===== config.mk =====
export PLATFORM = sky130hd
export DESIGN_NAME = req_encoder_4x2
export DESIGN_NICKNAME = d
export VERILOG_FILES = /design/src/rtl/enc_pkg.sv /design/src/rtl/req_encoder_4x2_prio.sv /design/src/rtl/req_encoder_4x2.sv
export SDC_FILE = /design/constraint.sdc
export NUM_CORES = 1
export LEC_CHECK = 0
export BUFFER_PORTS_ARGS = -buffer_cell sky130_fd_sc_hd__buf_4
export CAP_MARGIN = 0
export CORE_AREA = 2 2 39 41
export CTS_CLUSTER_SIZE = 14
export DETAILED_ROUTE_END_ITERATION = 16
export DIE_AREA = 0 0 41 43
export PLACE_DENSITY = 0.63
export SYNTH_ARGS = -nofsm -noshare
export SYNTH_HDL_FRONTEND = slang
export SYNTH_HIERARCHICAL = 1
export SYNTH_SLANG_ARGS = --single-unit

===== constraint.sdc =====
create_clock -name clk -period 1.4 [get_ports clk]
set_clock_uncertainty 0.15 [all_clocks]
set_input_delay 0.28 -clock clk [delete_from_list [all_inputs] [get_ports clk]]
set_output_delay 0.28 -clock clk [all_outputs]
set_load 0.02 [all_outputs]

===== src/rtl/enc_pkg.sv =====
// Shared constants and helpers for the request encoder family.
// Latency: n/a (package only).
// Backpressure: n/a (package only).
package enc_pkg;

    localparam int N_REQ_DEF  = 4;
    localparam int CODE_W_DEF = 2;

    // Code width that never collapses to zero for tiny request counts.
    function automatic int code_width(input int n);
        return (n <= 2) ? 1 : $clog2(n);
    endfunction

    // One-hot vector with bit idx set; callers size-cast to their width.
    function automatic logic [31:0] onehot(input int idx);
        return 32'd1 << idx;
    endfunction

endpackage


===== src/rtl/req_encoder_4x2_prio.sv =====
// Rotating priority encoder: finds the first set bit of vec at or after start.
// Latency: combinational, zero cycles.
// Backpressure: none; pure function of its inputs.
//
// Ports:
//   vec   in  N_REQ   candidate request bits
//   start in  CODE_W  index searched first; search wraps N_REQ-1 -> 0
//   idx   out CODE_W  index of the winning bit (0 when none set)
//   any   out 1       at least one bit of vec is set
module prio_enc_4x2
    import enc_pkg::*;
#(
    parameter int N_REQ  = N_REQ_DEF,
    parameter int CODE_W = code_width(N_REQ)
) (
    input  logic [N_REQ-1:0]  vec,
    input  logic [CODE_W-1:0] start,
    output logic [CODE_W-1:0] idx,
    output logic              any
);

    logic [CODE_W-1:0] pos;

    // Walk from the farthest offset back to start so the nearest set bit
    // is the last one written. N_REQ is a power of two, so the CODE_W-bit
    // addition wraps the search modulo N_REQ for free.
    always_comb begin
        idx = '0;
        any = 1'b0;
        pos = '0;
        for (int i = N_REQ - 1; i >= 0; i--) begin
            pos = start + CODE_W'(i);
            if (vec[pos]) begin
                idx = pos;
                any = 1'b1;
            end
        end
    end

endmodule


===== src/rtl/req_encoder_4x2.sv =====
// Registered N-to-log2(N) request encoder with sticky pending bits.
// Latency: req_i before edge t -> pend at t -> code_o/valid_o at t+1; 1 code/cycle.
// Backpressure: valid_o=1 & ready_i=0 holds code_o/valid_o; requests keep accumulating.
//
// Build option: define RR_ARB_EN for round-robin selection (default: fixed
// priority, bit 0 highest, and no rotation pointer is built).
//
// Ports:
//   clk     in  1       rising-edge clock
//   rst     in  1       asynchronous active-high reset
//   req_i   in  N_REQ   request pulses/levels, sampled every edge
//   code_o  out CODE_W  encoded index of the served request
//   valid_o out 1       code_o holds a valid code
//   ready_i in  1       consumer takes code_o this cycle
//   pend_o  out N_REQ   pending-request register
//   busy_o  out 1       anything pending or presented
module req_encoder_4x2
    import enc_pkg::*;
#(
    parameter int N_REQ = N_REQ_DEF,
    localparam int CODE_W = code_width(N_REQ)
) (
    input  logic              clk,
    input  logic              rst,
    input  logic [N_REQ-1:0]  req_i,
    output logic [CODE_W-1:0] code_o,
    output logic              valid_o,
    input  logic              ready_i,
    output logic [N_REQ-1:0]  pend_o,
    output logic              busy_o
);

    logic [N_REQ-1:0]  pend;
    logic [N_REQ-1:0]  pend_next;
    logic [N_REQ-1:0]  load_mask;
    logic [CODE_W-1:0] start;
    logic [CODE_W-1:0] sel_idx;
    logic              sel_any;
    logic              load_en;

    // Output register is free when empty or being drained this cycle.
    assign load_en = !valid_o || ready_i;

    prio_enc_4x2 #(
        .N_REQ  (N_REQ),
        .CODE_W (CODE_W)
    ) u_prio (
        .vec   (pend),
        .start (start),
        .idx   (sel_idx),
        .any   (sel_any)
    );

`ifdef RR_ARB_EN
    logic [CODE_W-1:0] rr_ptr;

    // Next search begins just past the last winner; CODE_W-bit add wraps.
    always_ff @(posedge clk or posedge rst) begin
        if (rst) begin
            rr_ptr <= '0;
        end else if (load_en && sel_any) begin
            rr_ptr <= sel_idx + CODE_W'(1);
        end
    end

    assign start = rr_ptr;
`else
    assign start = '0;
`endif

    // The served bit is cleared, but a request arriving on the same edge
    // re-arms it so it is never lost.
    always_comb begin
        load_mask = '0;
        if (load_en && sel_any) begin
            load_mask = N_REQ'(onehot(int'(sel_idx)));
        end
        pend_next = (pend & ~load_mask) | req_i;
    end

    always_ff @(posedge clk or posedge rst) begin
        if (rst) begin
            pend    <= '0;
            code_o  <= '0;
            valid_o <= 1'b0;
        end else begin
            pend <= pend_next;
            if (load_en) begin
                // When nothing is pending code_o keeps its last value.
                if (sel_any) begin
                    code_o <= sel_idx;
                end
                valid_o <= sel_any;
            end
        end
    end

    assign pend_o = pend;
    assign busy_o = (|pend) || valid_o;

endmodule

==> results.sh <==
export IMPL_hold_depth=2
export IMPL_violations="negative setup slack"
export IMPL_ant_nets=0
export IMPL_hold_viol_final=0
export IMPL_cp_start_kind="flop"
export IMPL_yosysSeqAreaShare_pct=45.2
export IMPL_synth_seq_cells=7
export IMPL_num_io_pins=15
export IMPL_die_h_um=43
export IMPL_clkTransAtPathRegs_ps=50
export IMPL_clock_sinks=7
export IMPL_multi_input_area_um2=285
export IMPL_rsz0062_at_grt="yes"
export IMPL_leakage_nw=0.344
export IMPL_antenna_found_initial=0
export IMPL_cts_root_buffer="clkbuf_4"
export IMPL_netlist_area_um2=388
export IMPL_cts_buffers_inserted=3
export IMPL_die_x_um=41
export IMPL_finalSetupViolations=7
export IMPL_timing_hold_ws_ps=116
export IMPL_ys_warn_count=6
export IMPL_antennaDiodeCount=0
export IMPL_final_min_clock_period_ps=1580
export IMPL_worstPathRequired_ps=1370
export IMPL_crit_fanout=3
export IMPL_gp_congestion=0.737
export IMPL_grt_max_degree=8
export IMPL_vias=412
export IMPL_vdd_ir_drop_worst_uv=433
export IMPL_drive_above_1_share_pct=57.5
export IMPL_grt_pass1_wl_mm=1.61
export IMPL_gr_total_overflow=0
export IMPL_clk_path_buf_depth=2
export IMPL_viasPerCell=4.29
export IMPL_cts_tree="yes"
export IMPL_avgSynthCellArea_um2=9.46
export IMPL_hold_path_class="in2reg"
export IMPL_drv_cap=0
export IMPL_finalNetCount=88
export IMPL_powerDensity_mw_per_mm2=892
export IMPL_wl_um=936
export IMPL_fmax_mhz=632
export IMPL_outcome="complete, but fails checks"
export IMPL_htreeDepth=1
export IMPL_coreArea_mm2=0.00138
export IMPL_syn_to_final_growth_pct=94.2
export IMPL_place_hpwl_um=664
export IMPL_fill_cells=137
export IMPL_seqCellArea_um2=179
export IMPL_setup_ws_ps=-183
export IMPL_wire_per_inst_um=9.75
export IMPL_drv_slew=0
export IMPL_synthDistinctLibCells=20
export IMPL_io_buffers=14
export IMPL_syn_inst=41
export IMPL_drt_pass1_iterations=4
export IMPL_dieArea_mm2=0.00176
export IMPL_dp_slack_ps=-34.9
export IMPL_drt_iter0_markers=5
export IMPL_worstSkewPairLatency_ps=240
export IMPL_crit_path_end_kind="flop"
export IMPL_critPathKind="reg2reg"
export IMPL_drc=0
export IMPL_track_usage_pct=13.2
export IMPL_finalCritPeriodShare_pct=113
export IMPL_start_util_pct=28.0
export IMPL_ff2ff_path_depth=6
export IMPL_rows=14
export IMPL_grt_pass1_vias=417
export IMPL_critPathArrivalTime_ps=1560
-- report_power, final --
part           switching [W]  internal, W
clock network      0.0000671     0.000108
logic               0.000116     0.000138
registers          0.0000163     0.000226
-- logic make-up after synthesis --
kind of cell / after synthesis / synth area share [%]
flip-flops: 7 / 45.2
other: 1 / 0.967
AO/OA/AOI/OAI: 8 / 16.5
multiplexers: 2 / 5.48
AND/OR/NAND/NOR: 21 / 30.0
buffers and inverters: 2 / 1.94
-- per-layer routing --
metal / GRT usage (%) / part of all wire, % / wire length (um) / up-vias
met3: 3.14 / 5.6 / 52 / 0
met5: 0 / 0 / 0 / -
met2: 20.0 / 51 / 480 / 9
met1: 16.9 / 43 / 404 / 191
met4: 6.00 / 0 / 0 / 0
li1: - / - / - / 212
-- cell type report --
type	instances	area share, %
Clock buffer	4	3.49
Inverter	2	0.997
Tap cell	16	2.66
Timing Repair Buffer	27	31.2
Sequential cell	7	23.8
Multi-Input combinational cell	40	37.9
-- placed cells by master (no fill, tap or decap), types with 3 or more instances in the layout --
cell and n:
buf_4 18, conb_1 9, buf_6 8, nor2_1 5, dfrtp_1 4, nor2_4 3
nand2b_1 3, clkbuf_4 3, dfrtp_2 3
-- synth_stat cells, drive strengths merged --
library cell  instances  area, um^2
nand2b                5        38.8
or2                   1        6.26
a21o                  1        7.51
a31oi                 1        6.26
o32a                  2        20.0
conb                  1        3.75
mux2                  1        11.3
nor3b                 1        7.51
and3                  1        11.3
dfrtp                 7         175
nor3                  1        5.00
nor2                  8        30.0
a211oi                2        20.0
a21oi                 2        10.0
inv                   2        7.51
mux2i                 1        10.0
nand2                 4        17.5
-- timing repair --
| action | 4_1_cts | 5_1_grt |
|---|---|---|
| setup buffers | 5 | 1 |
| pin swaps | 3 | 7 |
| hold endpoints to repair | 7 | 0 |
| hold buffers | 1 | 0 |
| cloned | 0 | 0 |
| endpoints found under the setup margin | 8 | 9 |
| gates resized for setup | 7 | 12 |
-- path summary, 6_finish.rpt --
path                                 from   endpoint  slack, ps
worst max-delay path            pend_o[2]  pend_o[1]       -180
worst min-delay path             req_i[1]  pend_o[1]        120
worst max register to register  pend_o[2]  pend_o[1]       -180
worst min register to register  code_o[1]  code_o[1]        330
max in group asynchronous             rst  pend_o[3]        510
min in group asynchronous             rst    valid_o        370
-- through the flow --
step / instance area [um^2] / total power, W / instances / setup TNS (ps) / utilization [%]
4_1_cts: 698 / 0.000651 / 95 / -584 / 50.5
2_1_floorplan: 425 / 0.000343 / 49 / -122 / -
6_report: 753 / 0.000672 / 96 / -846 / 54.4
3_5_place_dp: 596 / 0.000433 / 85 / -34.9 / 43.0
5_1_grt: 753 / 0.000720 / 96 / -1270 / 54.4
3_3_place_gp: 596 / 0.000432 / 85 / -52.8 / 43.0
-- worst max-delay path: stages, from the launching register on --
cell and delay [ps]:
dfrtp_2 420, buf_6 130, nand2b_4 50, a21oi_2 50, a211oi_2 290, nand2b_1 90
o32a_1 280
-- sequential cells by signal, summed over array words and instances (netlist names) --
| signal | count |
|---|---|
| code_o | 2 |
| pend_o | 4 |
| valid_o | 1 |
Note: power is estimated with default switching activity, not from simulation.
